===== src/rtl/regfile_port_arbiter_pkg.sv =====
// Shared types and defaults for the register-file port arbiter.
package rf_arb_pkg;

  localparam int DEF_ADDR_W = 3;
  localparam int DEF_DATA_W = 16;

  // R0 is hardwired to zero, so writes to it are dropped at the arbiter.
  localparam int unsigned R0_IDX = 0;

  typedef enum logic [1:0] {
    ST_RUN       = 2'd0,
    ST_FORCE_DBG = 2'd1,
    ST_HALT      = 2'd2
  } arb_state_e;

  // Bits needed to hold a counter value in 0..limit.
  function automatic int cnt_width(input int limit);
    return (limit < 1) ? 1 : $clog2(limit + 1);
  endfunction

endpackage


===== src/rtl/regfile_port_arbiter_if.sv =====
// Bundle of requester, response and register-file signals around the arbiter.
// slave is the arbiter's view; master is the surrounding requesters and RF.
interface regfile_port_arbiter_if
  import rf_arb_pkg::*;
#(
  parameter int ADDR_W = DEF_ADDR_W,
  parameter int DATA_W = DEF_DATA_W
);

  logic              CoreReq;
  logic              CoreWe;
  logic [ADDR_W-1:0] CoreRAddr1;
  logic [ADDR_W-1:0] CoreRAddr2;
  logic [ADDR_W-1:0] CoreWAddr;
  logic [DATA_W-1:0] CoreWData;
  logic              CoreGnt;
  logic              CoreRspValid;
  logic [DATA_W-1:0] CoreRData1;
  logic [DATA_W-1:0] CoreRData2;

  logic              DbgReq;
  logic              DbgWe;
  logic [ADDR_W-1:0] DbgAddr;
  logic [DATA_W-1:0] DbgWData;
  logic              DbgHalt;
  logic              DbgGnt;
  logic              DbgRspValid;
  logic [DATA_W-1:0] DbgRData;
  logic              Halted;

  logic [ADDR_W-1:0] RfReadRegister1;
  logic [ADDR_W-1:0] RfReadRegister2;
  logic [ADDR_W-1:0] RfWriteRegister;
  logic [DATA_W-1:0] RfWriteData;
  logic              RfRegWrite;
  logic [DATA_W-1:0] RfReadData1;
  logic [DATA_W-1:0] RfReadData2;

  modport master (
    output CoreReq, CoreWe, CoreRAddr1, CoreRAddr2, CoreWAddr, CoreWData,
    output DbgReq, DbgWe, DbgAddr, DbgWData, DbgHalt,
    output RfReadData1, RfReadData2,
    input  CoreGnt, CoreRspValid, CoreRData1, CoreRData2,
    input  DbgGnt, DbgRspValid, DbgRData, Halted,
    input  RfReadRegister1, RfReadRegister2, RfWriteRegister, RfWriteData, RfRegWrite
  );

  modport slave (
    input  CoreReq, CoreWe, CoreRAddr1, CoreRAddr2, CoreWAddr, CoreWData,
    input  DbgReq, DbgWe, DbgAddr, DbgWData, DbgHalt,
    input  RfReadData1, RfReadData2,
    output CoreGnt, CoreRspValid, CoreRData1, CoreRData2,
    output DbgGnt, DbgRspValid, DbgRData, Halted,
    output RfReadRegister1, RfReadRegister2, RfWriteRegister, RfWriteData, RfRegWrite
  );

endinterface


===== src/rtl/regfile_port_arbiter_starve_counter.sv =====
// Saturating count of consecutive cycles the debug port lost to the core.
// reached looks at the value being loaded this cycle, so the arbiter can
// switch priority in time for the very next cycle.
module starve_counter
  import rf_arb_pkg::*;
#(
  parameter int LIMIT = 4
) (
  input  logic clk,
  input  logic rst,
  input  logic inc,
  input  logic clr,
  output logic reached
);

  localparam int              CNT_W   = cnt_width(LIMIT);
  localparam logic [CNT_W-1:0] LIMIT_C = CNT_W'(LIMIT);

  logic [CNT_W-1:0] count;
  logic [CNT_W-1:0] count_next;

  // Clear wins over increment; increment stops at the limit.
  always_comb begin
    count_next = count;
    if (clr) begin
      count_next = '0;
    end else if (inc && (count != LIMIT_C)) begin
      count_next = count + CNT_W'(1);
    end
  end

  // Counter register.
  always_ff @(posedge clk) begin
    if (rst) begin
      count <= '0;
    end else begin
      count <= count_next;
    end
  end

  assign reached = (count_next == LIMIT_C);

endmodule


===== src/rtl/regfile_port_arbiter.sv =====
// Arbitrates the single register file between the core and the debug port.
//
// state        | meaning
// ST_RUN       | core has priority, debug only on idle core cycles
// ST_FORCE_DBG | debug starved too long; debug has priority for one grant
// ST_HALT      | debug owns the register file, core is never granted
module regfile_port_arbiter
  import rf_arb_pkg::*;
#(
  parameter int ADDR_W       = DEF_ADDR_W,
  parameter int DATA_W       = DEF_DATA_W,
  parameter int STARVE_LIMIT = 4
) (
  input logic                   Clk,
  input logic                   Reset,
  regfile_port_arbiter_if.slave bus
);

  localparam logic [ADDR_W-1:0] R0 = ADDR_W'(R0_IDX);

  arb_state_e state;
  logic       halted_q;

  logic core_gnt;
  logic dbg_gnt;
  logic cnt_inc;
  logic cnt_clr;
  logic limit_hit;

  logic [ADDR_W-1:0] rd_reg1;
  logic [ADDR_W-1:0] rd_reg2;
  logic [ADDR_W-1:0] wr_reg;
  logic [DATA_W-1:0] wr_data;
  logic              wr_en;

  logic              core_valid_q;
  logic [DATA_W-1:0] core_rdata1_q;
  logic [DATA_W-1:0] core_rdata2_q;
  logic              dbg_valid_q;
  logic [DATA_W-1:0] dbg_rdata_q;

  // Zero-cycle grant decision from current requests and arbiter state.
  always_comb begin
    core_gnt = 1'b0;
    dbg_gnt  = 1'b0;
    if (!Reset) begin
      case (state)
        ST_RUN: begin
          core_gnt = bus.CoreReq;
          dbg_gnt  = bus.DbgReq && !bus.CoreReq;
        end
        ST_FORCE_DBG: begin
          dbg_gnt  = bus.DbgReq;
          core_gnt = bus.CoreReq && !bus.DbgReq;
        end
        ST_HALT: begin
          dbg_gnt  = bus.DbgReq;
        end
        default: begin
          core_gnt = 1'b0;
          dbg_gnt  = 1'b0;
        end
      endcase
    end
  end

  assign bus.CoreGnt = core_gnt;
  assign bus.DbgGnt  = dbg_gnt;

  // Debug loses a cycle only when it asked and the core was served instead.
  assign cnt_inc = bus.DbgReq && core_gnt;
  assign cnt_clr = dbg_gnt || !bus.DbgReq || ((state == ST_HALT) && !bus.DbgHalt);

  starve_counter #(
    .LIMIT (STARVE_LIMIT)
  ) u_starve (
    .clk     (Clk),
    .rst     (Reset),
    .inc     (cnt_inc),
    .clr     (cnt_clr),
    .reached (limit_hit)
  );

  // Arbiter state machine; Halted is registered alongside the state.
  always_ff @(posedge Clk) begin
    if (Reset) begin
      state    <= ST_RUN;
      halted_q <= 1'b0;
    end else if (bus.DbgHalt) begin
      state    <= ST_HALT;
      halted_q <= 1'b1;
    end else begin
      halted_q <= 1'b0;
      case (state)
        ST_RUN: begin
          if (limit_hit) state <= ST_FORCE_DBG;
        end
        ST_FORCE_DBG: begin
          if (dbg_gnt || !bus.DbgReq) state <= ST_RUN;
        end
        ST_HALT: begin
          state <= ST_RUN;
        end
        default: begin
          state <= ST_RUN;
        end
      endcase
    end
  end

  assign bus.Halted = halted_q;

  // Steer the winner onto the register-file ports; idle cycles drive zeros.
  always_comb begin
    rd_reg1 = '0;
    rd_reg2 = '0;
    wr_reg  = '0;
    wr_data = '0;
    wr_en   = 1'b0;
    if (core_gnt) begin
      if (bus.CoreWe) begin
        wr_reg  = bus.CoreWAddr;
        wr_data = bus.CoreWData;
        wr_en   = (bus.CoreWAddr != R0);
      end else begin
        rd_reg1 = bus.CoreRAddr1;
        rd_reg2 = bus.CoreRAddr2;
      end
    end else if (dbg_gnt) begin
      if (bus.DbgWe) begin
        wr_reg  = bus.DbgAddr;
        wr_data = bus.DbgWData;
        wr_en   = (bus.DbgAddr != R0);
      end else begin
        rd_reg1 = bus.DbgAddr;
        rd_reg2 = bus.DbgAddr;
      end
    end
  end

  assign bus.RfReadRegister1 = rd_reg1;
  assign bus.RfReadRegister2 = rd_reg2;
  assign bus.RfWriteRegister = wr_reg;
  assign bus.RfWriteData     = wr_data;
  assign bus.RfRegWrite      = wr_en;

  // Capture read data sampled by the RF on the falling edge of the grant cycle.
  always_ff @(posedge Clk) begin
    if (Reset) begin
      core_valid_q  <= 1'b0;
      core_rdata1_q <= '0;
      core_rdata2_q <= '0;
      dbg_valid_q   <= 1'b0;
      dbg_rdata_q   <= '0;
    end else begin
      core_valid_q <= core_gnt && !bus.CoreWe;
      dbg_valid_q  <= dbg_gnt && !bus.DbgWe;
      if (core_gnt && !bus.CoreWe) begin
        core_rdata1_q <= bus.RfReadData1;
        core_rdata2_q <= bus.RfReadData2;
      end
      if (dbg_gnt && !bus.DbgWe) begin
        dbg_rdata_q <= bus.RfReadData1;
      end
    end
  end

  // A reset landing in the response cycle cancels the pulse immediately.
  assign bus.CoreRspValid = core_valid_q && !Reset;
  assign bus.DbgRspValid  = dbg_valid_q && !Reset;
  assign bus.CoreRData1   = core_rdata1_q;
  assign bus.CoreRData2   = core_rdata2_q;
  assign bus.DbgRData     = dbg_rdata_q;

endmodule

===== src/flat_wrapper.sv =====
// flat-port wrapper written by rule: the top's interface ports become plain ports
module regfile_port_arbiter_flat import rf_arb_pkg::*;
#(
  parameter int ADDR_W       = DEF_ADDR_W,
  parameter int DATA_W       = DEF_DATA_W,
  parameter int STARVE_LIMIT = 4
)
  (Clk, Reset, bus_CoreReq, bus_CoreWe, bus_CoreRAddr1, bus_CoreRAddr2, bus_CoreWAddr, bus_CoreWData, bus_DbgReq, bus_DbgWe, bus_DbgAddr, bus_DbgWData, bus_DbgHalt, bus_RfReadData1, bus_RfReadData2, bus_CoreGnt, bus_CoreRspValid, bus_CoreRData1, bus_CoreRData2, bus_DbgGnt, bus_DbgRspValid, bus_DbgRData, bus_Halted, bus_RfReadRegister1, bus_RfReadRegister2, bus_RfWriteRegister, bus_RfWriteData, bus_RfRegWrite);
  regfile_port_arbiter_if #(.ADDR_W(ADDR_W), .DATA_W(DATA_W)) bus_i ();
  input logic Clk;
  input logic Reset;
  input wire logic [$bits(bus_i.CoreReq)-1:0] bus_CoreReq;
  input wire logic [$bits(bus_i.CoreWe)-1:0] bus_CoreWe;
  input wire logic [$bits(bus_i.CoreRAddr1)-1:0] bus_CoreRAddr1;
  input wire logic [$bits(bus_i.CoreRAddr2)-1:0] bus_CoreRAddr2;
  input wire logic [$bits(bus_i.CoreWAddr)-1:0] bus_CoreWAddr;
  input wire logic [$bits(bus_i.CoreWData)-1:0] bus_CoreWData;
  input wire logic [$bits(bus_i.DbgReq)-1:0] bus_DbgReq;
  input wire logic [$bits(bus_i.DbgWe)-1:0] bus_DbgWe;
  input wire logic [$bits(bus_i.DbgAddr)-1:0] bus_DbgAddr;
  input wire logic [$bits(bus_i.DbgWData)-1:0] bus_DbgWData;
  input wire logic [$bits(bus_i.DbgHalt)-1:0] bus_DbgHalt;
  input wire logic [$bits(bus_i.RfReadData1)-1:0] bus_RfReadData1;
  input wire logic [$bits(bus_i.RfReadData2)-1:0] bus_RfReadData2;
  output wire logic [$bits(bus_i.CoreGnt)-1:0] bus_CoreGnt;
  output wire logic [$bits(bus_i.CoreRspValid)-1:0] bus_CoreRspValid;
  output wire logic [$bits(bus_i.CoreRData1)-1:0] bus_CoreRData1;
  output wire logic [$bits(bus_i.CoreRData2)-1:0] bus_CoreRData2;
  output wire logic [$bits(bus_i.DbgGnt)-1:0] bus_DbgGnt;
  output wire logic [$bits(bus_i.DbgRspValid)-1:0] bus_DbgRspValid;
  output wire logic [$bits(bus_i.DbgRData)-1:0] bus_DbgRData;
  output wire logic [$bits(bus_i.Halted)-1:0] bus_Halted;
  output wire logic [$bits(bus_i.RfReadRegister1)-1:0] bus_RfReadRegister1;
  output wire logic [$bits(bus_i.RfReadRegister2)-1:0] bus_RfReadRegister2;
  output wire logic [$bits(bus_i.RfWriteRegister)-1:0] bus_RfWriteRegister;
  output wire logic [$bits(bus_i.RfWriteData)-1:0] bus_RfWriteData;
  output wire logic [$bits(bus_i.RfRegWrite)-1:0] bus_RfRegWrite;
  assign bus_i.CoreReq = bus_CoreReq;
  assign bus_i.CoreWe = bus_CoreWe;
  assign bus_i.CoreRAddr1 = bus_CoreRAddr1;
  assign bus_i.CoreRAddr2 = bus_CoreRAddr2;
  assign bus_i.CoreWAddr = bus_CoreWAddr;
  assign bus_i.CoreWData = bus_CoreWData;
  assign bus_i.DbgReq = bus_DbgReq;
  assign bus_i.DbgWe = bus_DbgWe;
  assign bus_i.DbgAddr = bus_DbgAddr;
  assign bus_i.DbgWData = bus_DbgWData;
  assign bus_i.DbgHalt = bus_DbgHalt;
  assign bus_i.RfReadData1 = bus_RfReadData1;
  assign bus_i.RfReadData2 = bus_RfReadData2;
  assign bus_CoreGnt = bus_i.CoreGnt;
  assign bus_CoreRspValid = bus_i.CoreRspValid;
  assign bus_CoreRData1 = bus_i.CoreRData1;
  assign bus_CoreRData2 = bus_i.CoreRData2;
  assign bus_DbgGnt = bus_i.DbgGnt;
  assign bus_DbgRspValid = bus_i.DbgRspValid;
  assign bus_DbgRData = bus_i.DbgRData;
  assign bus_Halted = bus_i.Halted;
  assign bus_RfReadRegister1 = bus_i.RfReadRegister1;
  assign bus_RfReadRegister2 = bus_i.RfReadRegister2;
  assign bus_RfWriteRegister = bus_i.RfWriteRegister;
  assign bus_RfWriteData = bus_i.RfWriteData;
  assign bus_RfRegWrite = bus_i.RfRegWrite;
  regfile_port_arbiter #(.ADDR_W(ADDR_W), .DATA_W(DATA_W), .STARVE_LIMIT(STARVE_LIMIT)) u_core (.Clk(Clk), .Reset(Reset), .bus(bus_i));
endmodule

===== config.mk =====
export PLATFORM = sky130hd
export DESIGN_NAME = regfile_port_arbiter_flat
export DESIGN_NICKNAME = d
export VERILOG_FILES = /design/src/rtl/regfile_port_arbiter_pkg.sv /design/src/rtl/regfile_port_arbiter_if.sv /design/src/rtl/regfile_port_arbiter_starve_counter.sv /design/src/rtl/regfile_port_arbiter.sv /design/src/flat_wrapper.sv
export SDC_FILE = /design/constraint.sdc
export NUM_CORES = 1
export LEC_CHECK = 0
export BUFFER_PORTS_ARGS = -buffer_cell sky130_fd_sc_hd__buf_2
export CAP_MARGIN = 10
export CORE_MARGIN = 4
export CORE_UTILIZATION = 39
export CTS_BUF_LIST = sky130_fd_sc_hd__clkbuf_2 sky130_fd_sc_hd__clkbuf_4 sky130_fd_sc_hd__clkbuf_8
export DETAILED_ROUTE_END_ITERATION = 6
export GPL_ROUTABILITY_DRIVEN = 0
export PLACE_DENSITY = 0.77
export SETUP_SLACK_MARGIN = 0.02
export SLEW_MARGIN = 20
export SYNTH_ARGS = -nofsm -noshare
export SYNTH_HDL_FRONTEND = slang
export SYNTH_SLANG_ARGS = --single-unit
export TNS_END_PERCENT = 30

===== constraint.sdc =====
create_clock -name Clk -period 1.9 [get_ports Clk]
set_input_delay 0.38 -clock Clk [delete_from_list [all_inputs] [get_ports Clk]]
set_output_delay 0.38 -clock Clk [all_outputs]
set_load 0.1 [all_outputs]

* Word-level counts from Yosys, hierarchy flattened
Index checks and enable logic that the tools add are counted.
** Word-level totals
- Register bits :: 56
- Latch bits :: 0
- Memory bits (writable) :: 0
- Bits in read-only memories :: 0
- Bits of input ports :: 83
- Output and inout port bits :: 79
- Word-level logic and storage cells :: 71
- Memories kept :: 0
** Operators by class
- $add $sub $neg :: 1
- Multipliers :: 0
- Divide/modulo/power cells :: 0
- $lt $le $gt $ge :: 0
- Equal/unequal tests :: 8
- Shift operators :: 0
- Muxes and demuxes :: 29
- Bitwise gates (word level) :: 0
- Reduce and logical (&&, ||, !) cells :: 24
** Operator list (count)
- two-way mux 16 bit :: 4
- two-way mux 3 bit :: 12
- logical AND 1 bit :: 9
- two-way mux 1 bit :: 7
- logical NOT 1 bit :: 6
- two-way mux 2 bit :: 3
- != test 3 x 2 -> 1 bit, second input constant :: 2
- nonzero test 3 bit :: 2
- != test 2 x 1 -> 1 bit, second input constant :: 2
- one-hot mux 1 bit (2 select lines) :: 2
- one-hot mux 2 bit (2 select lines) :: 1
- AND reduction 2 bit :: 2
- OR reduction 2 bit :: 2
- adder 3 x 1 -> 3 bit, second input constant :: 1
- equality test 3 bit, second input constant :: 1
- != test 3 bit, second input constant :: 1
- equality test 2 x 1 -> 1 bit, second input constant :: 1
- equality test 2 bit, second input constant :: 1
- logical NOT 2 bit :: 1
- logical OR 1 bit :: 2

* Longest topological paths before layout
Gate-level depths: netlist (run 1).
- Depth in word-level cells :: 12
- Mapped depth :: 12
- Depth with buffers taken out :: 9

* Cells and area by module
From an unflattened synthesis (run 1), not the netlist that was laid out.
** Unflattened totals
- Cells, all modules :: 285
- Area, all modules :: 2565.0 µm²
** By module, submodules not included
- regfile_port_arbiter :: times used 1, cells each 266, area an instance 2381.0 µm², seq. area each 1061.0 µm²
- starve_counter :: times used 1, cells each 19, area an instance 183.9 µm², seq. area each 60.1 µm²

* Worst setup path after synthesis (run 1)
OpenSTA, ideal clock, no wires.
- Kind :: flip-flop to output port
- From :: register u_core.state[0]
- To :: output port bus_RfWriteData[10]
- Data arrival time :: 3.360 ns
- Required time :: 1.520 ns
- Path slack :: -1.840 ns
- Stages on the path, launching flop included :: 9
- Path buffers :: 1
- Cell sequence :: dfxtp_1 inv_1 ha_1 nor2b_2 o21ai_2 nor2_1 and3_1 buf_2 a22o_1
** Between the ends
- Longest elaborated chain between the ends :: 6
- Elaborated cells on any way between the ends :: 10
** RTL lines
- start: declaration :: RTL line regfile_port_arbiter.sv:21 : arb_state_e state;
- start signal: assignment :: RTL line regfile_port_arbiter.sv:87 : state <= ST_RUN;
- start signal: assignment :: RTL line regfile_port_arbiter.sv:90 : state <= ST_HALT;
- start signal: assignment :: RTL line regfile_port_arbiter.sv:96 : if (limit_hit) state <= ST_FORCE_DBG;
- equality test 2 x 1 -> 1 bit or equality test 2 bit (tied branches) :: RTL line regfile_port_arbiter.sv:47 : case (state)
- OR reduction 2 bit (no source line)
- one-hot mux 1 bit (2 select lines) (*) :: RTL line regfile_port_arbiter.sv:47
- two-way mux 1 bit (*) :: RTL line regfile_port_arbiter.sv:46 : if (!Reset) begin
- net bus_DbgGnt :: RTL line flat_wrapper.sv:29 : output wire logic [$bits(bus_i.DbgGnt)-1:0] bus_DbgGnt;
- two-way mux 16 bit (*) :: RTL line regfile_port_arbiter.sv:129 : end else if (dbg_gnt) begin
- two-way mux 16 bit (*) :: RTL line regfile_port_arbiter.sv:120 : if (core_gnt) begin
- end: declaration :: RTL line flat_wrapper.sv:36 : output wire logic [$bits(bus_i.RfWriteData)-1:0] bus_RfWriteData;
Mark *: on every way through the listed nets, which the timed path passes. The rest lies on a longest branch.

* Worst setup path in the final report (run 1)
- From :: register u_core.state[0]
- To :: output port bus_RfRegWrite
** Between the ends
- Longest elaborated chain between the ends :: 6
- Elaborated cells on any way between the ends :: 10
** RTL lines
- equality test 2 x 1 -> 1 bit or equality test 2 bit (tied branches) :: RTL line regfile_port_arbiter.sv:47
- OR reduction 2 bit (no source line)
- one-hot mux 1 bit (2 select lines) :: RTL line regfile_port_arbiter.sv:47
- two-way mux 1 bit :: RTL line regfile_port_arbiter.sv:46
- two-way mux 1 bit :: RTL line regfile_port_arbiter.sv:129
- two-way mux 1 bit (*) :: RTL line regfile_port_arbiter.sv:120
- end: declaration :: RTL line flat_wrapper.sv:37 : output wire logic [$bits(bus_i.RfRegWrite)-1:0] bus_RfRegWrite;
Mark *: on every way between the ends. The rest lies on a longest branch, timed or not.

==> results.md, run 1 <==
- Setup CP Type: reg2out
- Hold Path Stages: 3
- Unique cell type count in the Yosys netlist: 32
- First-pass DRT Iterations: 4
- Worst Reg2Reg Path Length in Cells: 9
- Avg WL per Cell: 16.46 um
- Synth area leader: dfxtp_1
- Cell count after placement: 524
- Peak Freq: 0.3940 GHz
- Seq/Total Area, Yosys: 45.00%
- Diodes inserted: 0
- LEAKAGE: 2.247 nW
- Synth Warn #: 0
- Full die area: 7730 sq um
- Pre-CTS setup slack: -0.3583 ns
- Synthesized area: 2491 sq um
- Seq pwr share: 39.5%
- Clock share of power: 26.8%
- Via Count: 2,677
- CP max FO: 5
- Worst Hold Class: in2reg
- Critical Path Start: u_core.state[0]
- Synth-to-layout area growth: 82.47%
- Antenna violations before repair: 0
- Ports: 162
- CTS H-tree depth: 2
- Via density: 4.957
- Root Driver: clkbuf_8
- Standard-cell rows: 28
- Number of max-capacitance violations reported: 0
- Relative slew slack: 66.05%
- Fin area: 4546 sq um
- Hold buffers post-CTS: 0
- Gate Count Post-Synth: 287
- Worst-skew pair later-pin latency: 0.30 ns
- Most frequent cell after synthesis: nand2_1
- Failing checks: negative setup slack
- Critical path endpoint category: output pin
- Global-route wire length before repair: 13.72 mm
- Data required, critical path: 1.52 ns
- Peak supply drop: 0.6946 mV
- Clock Skews: 0.005878 ns
- Least-Margin Pin Slew: 0.5128 ns
- Final setup margin: -0.6382 ns
- Core area: 6061 sq um
- Cell Area, Placed: 4177 sq um
- Die Span Y: 87.92 um
- Reg-to-reg startpoint: u_core.state[0]
- Post-Layout Cell Count: 540
- Worst setup path end: bus_RfRegWrite
- Total negative slack: -16.42 ns
- Number of synthesized flops with an enable pin: 0
- Syn_nets: 377
- Final core utilization: 75.00%
- Critical Path AT: 2.16 ns
- Endpoints failing setup: 30
- Outcome: finished with violations
- Share of cells above drive strength 1: 54.19%
- Detailed placement HPWL: 6.630 mm
- Switching share of power: 34.16%
- Seq cells post-synth: 56
- Pwr dens: 681.5 nW/um^2
- Final hold vios: 0
- Fin crit share: 133.6%
- Synth top cells by count: 67 x nand2_1, 56 x dfxtp_1, 32 x a21oi_1, 26 x a22o_1, 21 x nor2_1
- Largest net degree at the start of global routing: 39
- DR iter-0 viols: 61
- CTS max path bufs: 2
- Die W: 87.92 um
- Fraction of registers with async set or reset after synthesis: 0%
- Avg Inst Size Synth: 8.680 sq um
- RSZ-0062 raised after global routing: true
- Switching pwr: 0.001058 W
- Top cell type's share of synthesized area: 45.00%
- Register-to-Register Setup Slack: -0.16 ns
- Reg clk slew, reported paths: 0.10 ns
- Routed WL: 8.888 mm
- CTS tree: done
- Synth top area cells: dfxtp_1 45%, nand2_1 10%, a22o_1 9.1%, mux2i_1 7.6%, a21oi_1 6.4%
- Global route total overflow: 0
- GRT Total Usage: 22.57%
- Post-route ant nets: 0
- Internal power consumption: 0.002040 W
- # clock sinks: 56
- Startpoint Class: flip-flop
- Fin crit period: 2.538 ns
- Residual DRC: 0
- Worst reg2reg path endpoint: u_core.state[0]
- Nets: 554
- Logic pwr share: 33.6%
- Slew Viols, Final: 0
- Port Buffer Count: 161
- TritonCTS buffer count: 5
- Commonest register cell after synthesis: dfxtp_1
- Vias in the first global route: 2,757
- Starting Density: 41.10%
[how the worst min path moves through the flow]
stage | from | to | slack, ns
detailed placement | u_core.bus.CoreRData2[1] | u_core.bus.CoreRData2[1] | 0.44
global placement | u_core.bus.CoreRData2[7] | u_core.bus.CoreRData2[7] | 0.44
floorplan | Reset | u_core.bus.Halted | 0.46
CTS | bus_RfReadData2[2] | u_core.bus.CoreRData2[2] | 0.30
global route | bus_RfReadData2[1] | u_core.bus.CoreRData2[1] | 0.31
finish | bus_RfReadData2[2] | u_core.bus.CoreRData2[2] | 0.31
[critical path, cell delays in order (launching register included)]
cell and delay (ns):
dfxtp_4 0.39, inv_4 0.06, ha_4 0.15, o21a_1 0.21, o21ai_2 0.21, inv_4 0.04, and2_4 0.20, clkbuf_16 0.17
a22o_4 0.25, buf_12 0.16
[state kept, by name, summed over array words and instances (netlist names)]
signal	flops
u_core.bus.CoreRData1	16
u_core.bus.CoreRData2	16
u_core.bus.DbgRData	16
u_core.bus.Halted	1
u_core.core_valid_q	1
u_core.dbg_valid_q	1
u_core.state	2
u_core.u_starve.count	3
[routing by layer]
| metal | wire length [um] | GRT usage, % |
|---|---|---|
| met1 | 3191 | 24.06 |
| met2 | 4771 | 43.01 |
| met3 | 665 | 6.115 |
| met4 | 260 | 6.555 |
| met5 | 0 | 0 |
[stage by stage]
step                power, W  hold WS [ns]
floorplan           0.001906        0.4601
global placement    0.002220        0.4390
detailed placement  0.002238        0.4432
CTS                 0.003094        0.3022
global route        0.003211        0.3090
finish              0.003098        0.3100
[final cells by class]
cell class | count | area (sq um)
clock inverter | 1 | 30.03
clock buffer | 7 | 96.34
sequential | 56 | 1126
inverter | 8 | 42.54
multi-input combinational | 202 | 1556
timing repair buffer | 191 | 1600
fill | 436 | 1515
tap | 75 | 93.84
[timing repair]
| item | CTS | global route |
|---|---|---|
| endpoints found under the setup margin | 62 | 77 |
| gates cloned | 2 | 1 |
| resized for setup | 12 | 20 |
| pin swaps | 14 | 23 |
| buffers inserted | 4 | 1 |
[power by group through the flow]
stage / clock network, W / logic [W] / registers [W]
CTS: 0.000854 / 0.00102 / 0.00122
finish: 0.000831 / 0.00104 / 0.00122
global route: 0.000894 / 0.00109 / 0.00123
detailed placement: 0 / 0.000986 / 0.00125
global placement: 0 / 0.000971 / 0.00125
floorplan: 0 / 0.000449 / 0.00146
[kinds of logic (layout without fill, tap and decap cells)]
logic type               Yosys count  count (layout)  synth area share [%]
AND/OR/NAND/NOR                  110             110                 19.04
AO/OA/AOI/OAI                     64              64                 17.88
flip-flops                        56              56                 45.00
buffers and inverters             29             207                 6.228
multiplexers                      19              19                 7.634
adder cells (fa/ha/maj)            7               7                 3.516
XOR/XNOR                           2               2                0.7033
[placed cells by master (no fill, tap or decap), types with 3 or more instances in the layout]
master / instances
a21oi_1: 29
a21oi_2: 3
a22o_4: 26
buf_12: 34
buf_2: 131
buf_4: 20
buf_6: 3
clkbuf_8: 7
dfxtp_1: 54
ha_1: 3
ha_4: 4
inv_1: 4
inv_4: 3
mux2i_1: 19
nand2_1: 65
nor2_1: 19
nor2_4: 3
nor2b_1: 4
nor3_1: 3
No activity file was read; power rests on OpenSTA's default activity.
==> run 2, diff against run 1 <==
--- a/config.mk
+++ b/config.mk
@@ -8,11 +8,12 @@
 export BUFFER_PORTS_ARGS = -buffer_cell sky130_fd_sc_hd__buf_2
 export CAP_MARGIN = 10
 export CORE_MARGIN = 4
-export CORE_UTILIZATION = 39
-export CTS_BUF_LIST = sky130_fd_sc_hd__clkbuf_2 sky130_fd_sc_hd__clkbuf_4 sky130_fd_sc_hd__clkbuf_8
+export CORE_UTILIZATION = 38
+export CTS_BUF_LIST = sky130_fd_sc_hd__clkbuf_16
 export DETAILED_ROUTE_END_ITERATION = 6
 export GPL_ROUTABILITY_DRIVEN = 0
-export PLACE_DENSITY = 0.77
+export PLACE_DENSITY = 0.75
+export RECOVER_POWER = 50
 export SETUP_SLACK_MARGIN = 0.02
 export SLEW_MARGIN = 20
 export SYNTH_ARGS = -nofsm -noshare
==> run 2 against run 1 <==
  * The run still ends with negative setup slack left
  * Die area is 2.4% higher
  * Register-to-register slack worse by 0.05 ns
  * Routed wire length is 1.2% lower
  * Combinational power hardly changed
  * Cell area is 0.11% higher
  * Largest cell class unchanged
  * Highest routed layer unchanged
==> results.md, run 2 (synthesis results as in run 1) <==
- Buf+Inv Stages, Crit Path: 4 (unchanged)
- Crit-path cells: inv_2, ha_4, o21a_1, o21ai_2, buf_4, and3_4, clkbuf_16, a22o_4, buf_12
- Pre-CTS setup slack: -0.3484 ns (+0.009892 ns)
- Total negative slack: -16.64 ns (-0.2288 ns)
- CTS H-tree depth: 2 (unchanged)
- Critical path endpoint category: output pin
- Fin crit share: 133.4% (-0.21 points)
- Post-Layout Cell Count: 542 (+0.37%)
- Worst-path cell with the longest stage delay: dfxtp_2
- Slew Viols, Final: 0 (unchanged)
- Diodes inserted: 0 (unchanged)
- Peak supply drop: 0.6523 mV (-6.1%)
- Die Span Y: 88.97 um (+1.2%)
- CP delay by family, top: buffers and inverters
- Die W: 88.97 um (+1.2%)
- Global-route wire length before repair: 12.89 mm (-6.0%)
- Clock Skews: 0.005316 ns (-0.0005620 ns)
- CP max FO: 5 (unchanged)
- Met2 routed wirelength: 4.507 mm (-5.5%)
- Critical Path Start: u_core.state[0]
- Full die area: 7915 sq um (+2.4%)
- Critical Path AT: 2.15 ns (about the same)
- Most frequent cells in the layout: 91 x buf_2, 63 x nand2_1, 54 x dfxtp_1, 42 x clkbuf_2, 34 x buf_12
- Detailed placement HPWL: 6.408 mm (-3.4%)
- Fin area: 4551 sq um (+0.11%)
- Residual DRC: 0 (unchanged)
- Relative slew slack: 54.00% (-12 points)
- Final hold vios: 0 (unchanged)
- Setup CP Type: reg2out
- Fin crit period: 2.534 ns (-0.003952 ns)
- Port Buffer Count: 161 (unchanged)
- Worst Reg2Reg Path Length in Cells: 10 (+1)
- Starting Density: 39.23% (-1.9 points)
- Worst Hold Class: in2reg
- Final setup margin: -0.6342 ns (+0.003952 ns)
- Antenna violations before repair: 0 (unchanged)
- Highest metal used: met4
- Peak Freq: 0.3946 GHz (+0.16%)
- Cell Area, Placed: 4172 sq um (-0.12%)
- Fillers: 442 (+1.4%)
- Share of cells above drive strength 1: 53.76% (-0.43 points)
- Synth-to-layout area growth: 82.67%
- Worst reg2reg path endpoint: u_core.state[0]
- Global route total overflow: 0 (unchanged)
- TritonCTS buffer count: 5 (unchanged)
- Vias in the first global route: 2,756 (-0.036%)
- Endpoints failing setup: 31 (+3.3%)
- Worst Hold Slack: 0.3260 ns (+0.01601 ns)
- Via density: 5.057 (+2.0%)
- # clock sinks: 56 (unchanged)
- Hold Path Stages: 3 (unchanged)
- Hold worst-path end: u_core.bus.CoreRData2[5]
- Pwr dens: 725.0 nW/um^2 (+6.4%)
- CTS max path bufs: 2 (unchanged)
- DR iter-0 viols: 75 (+23%)
- Worst-skew pair later-pin latency: 0.29 ns (about the same)
- Hold Startpoint: bus_RfReadData2[5]
- Post-route ant nets: 0 (unchanged)
- Cell count after placement: 525 (+0.19%)
- Largest net degree at the start of global routing: 36 (-7.7%)
- Register-to-Register Setup Slack: -0.21 ns (-0.05 ns)
- Core area: 6350 sq um (+4.8%)
- Routed WL: 8.778 mm (-1.2%)
- Failing checks: negative setup slack
- Least-Margin Pin Slew: 0.6900 ns (+0.1773 ns)
- Delay of the slowest critical-path stage: 0.36 ns (-0.03 ns)
- GRT Total Usage: 20.96% (-1.6 points)
- Data required, critical path: 1.52 ns (about the same)
- M1 WL: 3.207 mm (+0.50%)
- RSZ-0062 raised after global routing: true
- Outcome: finished with violations
- LEAKAGE: 2.225 nW (-1.0%)
- Root Driver: clkbuf_16
- Ports: 162 (unchanged)
- Metal3 WL: 819 um (+23%)
- Most common cell after layout, fill and taps aside: buf_2
- Reg clk slew, reported paths: 0.07 ns (-0.03 ns)
- Standard-cell rows: 29 (+3.6%)
- First-pass DRT Iterations: 4 (unchanged)
- Nets: 554 (unchanged)
- Number of max-capacitance violations reported: 0 (unchanged)
- Avg WL per Cell: 16.20 um (-1.6%)
- CTS tree: done
- Reg-to-reg startpoint: u_core.state[0]
- Via Count: 2,741 (+2.4%)
- Startpoint Class: flip-flop
==> run 2: cell count changes in the layout (fill, tap and decap cells not counted), moves of 3 or more <==
cell / previous run / this run
a21oi_1: 29 / 32
clkbuf_16: 1 / 6
a21oi_2: 3 / 0
buf_2: 131 / 91
clkbuf_2: 0 / 42
clkbuf_8: 7 / 0
==> run 2: layout make-up <==
cell class	count	area, sq um	area share, %
flip-flops and latches	56	1124	24.69
inverters	8	37.54	0.8249
well taps	77	96.34	2.117
multi-input cells	202	1550	34.07
clock buffers	5	125.1	2.750
repair buffers	191	1575	34.62
clock inverters	3	42.54	0.9348
==> run 2: routing by layer <==
| metal | track usage, % | up-vias |
|---|---|---|
| li1 | - | 1324 |
| met1 | 21.98 | 1273 |
| met2 | 38.80 | 125 |
| met3 | 6.083 | 19 |
| met4 | 8.931 | 0 |
| met5 | 0 | - |
==> run 2: per-stage QoR <==
stage,util [%],total power [W]
after global routing,71.67,0.003425
after detailed placement,65.69,0.002243
after floorplan,-,0.001906
final,71.67,0.003299
after global placement,65.69,0.002228
after CTS,70.01,0.003296
==> run 2: worst max path at each step <==
stage               slack, ns             endpoint  depth (start not counted)
floorplan               -0.53  bus_RfWriteData[10]                          8
global placement        -0.31   bus_RfWriteData[6]                          9
detailed placement      -0.35   bus_RfWriteData[6]                          9
CTS                     -0.61       bus_RfRegWrite                          9
global route            -0.71   bus_RfWriteData[2]                          9
finish                  -0.63   bus_RfWriteData[2]                          9
==> run 2: what timing repair did <==
item	in CTS	in global routing
pin swaps	9	10
gates cloned	1	1
hold buffers	0	0
gates resized for setup	9	17
setup buffers	6	1
endpoints found under the setup margin	63	74
==> run 2: worst min-delay path, delay by kind of cell <==
kind,cells,cell delay (ns)
buf+inv,1,0.09
simple gates,1,0.05
compound gates,1,0.05
==> run 2: power by group <==
part / switching [W] / internal (W)
Sequential: 0.0000184 / 0.00121
Combinational: 0.000678 / 0.000372
Clock: 0.000401 / 0.000622
Total: 0.00110 / 0.00220
==> run 3, diff against run 2 <==
--- a/config.mk
+++ b/config.mk
@@ -5,6 +5,7 @@
 export SDC_FILE = /design/constraint.sdc
 export NUM_CORES = 1
 export LEC_CHECK = 0
+export ABC_AREA = 1
 export BUFFER_PORTS_ARGS = -buffer_cell sky130_fd_sc_hd__buf_2
 export CAP_MARGIN = 10
 export CORE_MARGIN = 4
==> constraint.sdc (replaced) <==
create_clock -name Clk -period 1.9 [get_ports Clk]
set_input_delay 0.38 -clock Clk [delete_from_list [all_inputs] [get_ports Clk]]
set_output_delay 0.38 -clock Clk [all_outputs]
set_load 0.02 [all_outputs]
==> run 3 against run 2 <==
  * Total power down 18%
  * Routed wire length increased by 3.3%
  * Worst hold slack got worse by 0.011 ns
  * Core utilization fell by 8.4 points
  * Final cell count is 9.6% higher
  * Via count grew 8.8%
  * The flow still finishes with violations (negative setup slack)
  * Sequential cell count stayed put
  * Cell area shrank 11%
  * Global-route usage decreased by 1.1 points
==> results.md, run 3 <==
- Standard-cell rows: 29 (unchanged)
- Startpoint Class: flip-flop
- LEAKAGE: 2.046 nW (-8.0%)
- Via density: 5.020 (-0.73%)
- Final hold vios: 0 (unchanged)
- Peak supply drop: 0.5357 mV (-18%)
- Top cell type's share of synthesized area: 44.05% (-0.95 points)
- Clock Skews: 0.004857 ns (-0.0004582 ns)
- Starting Density: 39.63% (+0.39 points)
- Residual DRC: 0 (unchanged)
- Global-route wire length before repair: 13.68 mm (+6.2%)
- Die Span Y: 89.84 um (+0.98%)
- Peak Freq: 0.4405 GHz (+12%)
- Gate Count Post-Synth: 339 (+18%)
- Antenna violations before repair: 1 (+1)
- Ports: 162 (unchanged)
- Unique cell type count in the Yosys netlist: 27 (-16%)
- Detailed placement HPWL: 6.362 mm (-0.71%)
- Via Count: 2,982 (+8.8%)
- CTS tree: done
- Worst Hold Class: in2reg
- Delay of the slowest critical-path stage: 0.39 ns (+0.03 ns)
- CP max FO: 6 (+1)
- Synth top area cells: dfxtp_1 44%, nor2_1 16%, o21ai_0 8.7%, a32o_1 6.3%, nand2_1 4.6%
- Most frequent cells in the layout: 101 x buf_2, 93 x nor2_1, 54 x dfxtp_1, 43 x o21ai_0, 34 x clkbuf_1
- Final core utilization: 63.26% (-8.4 points)
- Synth top cells by count: 106 x nor2_1, 56 x dfxtp_1, 44 x o21ai_0, 31 x nand2_1, 18 x inv_1
- RSZ-0062 raised after global routing: true
- Data required, critical path: 1.52 ns (about the same)
- Crit-path cells: buf_6, ha_4, nand2_1, nand2_4, nand2_4, nor2_4, buf_12, a32o_1, buf_6
- Core area: 6422 sq um (+1.1%)
- Synthesized area: 2545 sq um (+2.2%)
- Number of max-capacitance violations reported: 0 (unchanged)
- Most common cell after layout, fill and taps aside: buf_2
- Global route total overflow: 0 (unchanged)
- Seq cells post-synth: 56 (unchanged)
- Worst-path cell with the longest stage delay: dfxtp_4
- Least-Margin Pin Slew: 0.4050 ns (-0.2850 ns)
- Reg clk slew, reported paths: 0.07 ns (about the same)
- Avg Inst Size Synth: 7.507 sq um (-14%)
- Setup CP Type: reg2out
- Number of synthesized flops with an enable pin: 0 (unchanged)
- Pwr dens: 668.0 nW/um^2 (-7.9%)
- Synth-to-layout area growth: 59.64%
- Commonest register cell after synthesis: dfxtp_1
- Critical path endpoint category: output pin
- Vias in the first global route: 2,873 (+4.2%)
- Final setup margin: -0.3701 ns (+0.2642 ns)
- Post-route ant nets: 0 (unchanged)
- CTS max path bufs: 2 (unchanged)
- Relative slew slack: 73.00% (+19 points)
- Largest net degree at the start of global routing: 49 (+36%)
- Synth Warn #: 0 (unchanged)
- Routed WL: 9.066 mm (+3.3%)
- First-pass DRT Iterations: 4 (unchanged)
- Slew Viols, Final: 0 (unchanged)
- Seq/Total Area, Yosys: 44.05% (-0.95 points)
- GRT Total Usage: 19.88% (-1.1 points)
- Most frequent cell after synthesis: nor2_1
- DR iter-0 viols: 134 (+79%)
- Nets: 606 (+9.4%)
- Fraction of registers with async set or reset after synthesis: 0% (unchanged)
- Outcome: finished with violations
- Critical Path AT: 1.89 ns (-0.26 ns)
- Fin crit period: 2.270 ns (-0.2642 ns)
- TritonCTS buffer count: 5 (unchanged)
- Die W: 89.84 um (+0.98%)
- Worst-skew pair later-pin latency: 0.28 ns (about the same)
- Pre-CTS setup slack: -0.1241 ns (+0.2243 ns)
- Fin crit share: 119.5% (-14 points)
- Avg WL per Cell: 15.26 um (-5.8%)
- Port Buffer Count: 161 (unchanged)
- Root Driver: clkbuf_16
- Synth area leader: dfxtp_1
- # clock sinks: 56 (unchanged)
- CTS H-tree depth: 2 (unchanged)
- Share of cells above drive strength 1: 42.64% (-11 points)
- Full die area: 8070 sq um (+2.0%)
- Failing checks: negative setup slack
- Syn_nets: 429 (+14%)
- Endpoints failing setup: 27 (-13%)
-- run 3: layer usage --
layer	global-route usage, %	vias to the layer above	wire length, um	share of wire [%]
li1	-	1468	-	-
met1	22.08	1376	3495	39
met2	37.66	120	4680	52
met3	4.841	18	665	7.3
met4	5.236	0	225	2.5
met5	0	-	0	0
-- run 3: cells by family (layout without fill, tap and decap cells) --
family                   count (synthesis)  count (layout)  share of synthesized area [%]
buffers and inverters                   43             220                          7.817
other                                    0               1                              0
AND/OR/NAND/NOR                        160             160                          26.55
flip-flops                              56              56                          44.05
adder cells (fa/ha/maj)                  7               7                          3.441
AO/OA/AOI/OAI                           73              73                          18.14
-- run 3: critical path, delay by kind of cell, from the launching register on --
kind,cells,cell delay [ns]
compound gates,1,0.17
simple gates,4,0.51
buf+inv,3,0.39
flops,1,0.39
fa+ha+maj,1,0.14
-- run 3: worst paths after layout --
| check | start | to | slack [ns] | cells after the start |
|---|---|---|---|---|
| min reg2reg | u_core.bus.CoreRData2[12] | u_core.bus.CoreRData2[12] | 0.51 | 2 |
| min | bus_RfReadData2[9] | u_core.bus.CoreRData2[9] | 0.32 | 3 |
| max reg2reg | u_core.state[0] | u_core.bus.CoreRData2[15] | 0.05 | 12 |
| max | u_core.state[0] | bus_RfWriteData[4] | -0.37 | 9 |
-- run 3: timing repair --
action / in CTS / in global routing
resized for setup: 43 / 74
setup endpoints to repair: 62 / 78
hold buffers: 0 / 0
pin swaps: 6 / 27
endpoints found under the hold margin: 0 / 0
cloned: 2 / 1
buffers inserted: 3 / 1
-- run 3: area by class of cell --
class                           count  area, sq um
Antenna cell                        1        2.502
Clock buffer                        5        125.1
Clock inverter                      2        8.758
Fill cell                         598         2360
Inverter                           22        92.59
Multi-Input combinational cell    240         1385
Sequential cell                    56         1129
Tap cell                           77        96.34
Timing Repair Buffer              191         1224
-- run 3: through the flow --
| step | area (sq um) | instances | TNS (ns) | power [W] | hold WS, ns |
|---|---|---|---|---|---|
| floorplan | 2550 | 339 | -0.1787 | 0.001546 | 0.5050 |
| finish | 4063 | 594 | -8.495 | 0.002714 | 0.3152 |
| detailed placement | 3532 | 579 | -3.679 | 0.001790 | 0.4889 |
| CTS | 3835 | 591 | -7.598 | 0.002684 | 0.3136 |
| global route | 4063 | 594 | -12.91 | 0.002827 | 0.3253 |
| global placement | 3532 | 579 | -1.513 | 0.001776 | 0.4750 |
-- run 3: where the power goes --
part | switching, W | internal, W
sequential | 0.0000268 | 0.00122
clock | 0.000376 | 0.000474
combinational | 0.000350 | 0.000262
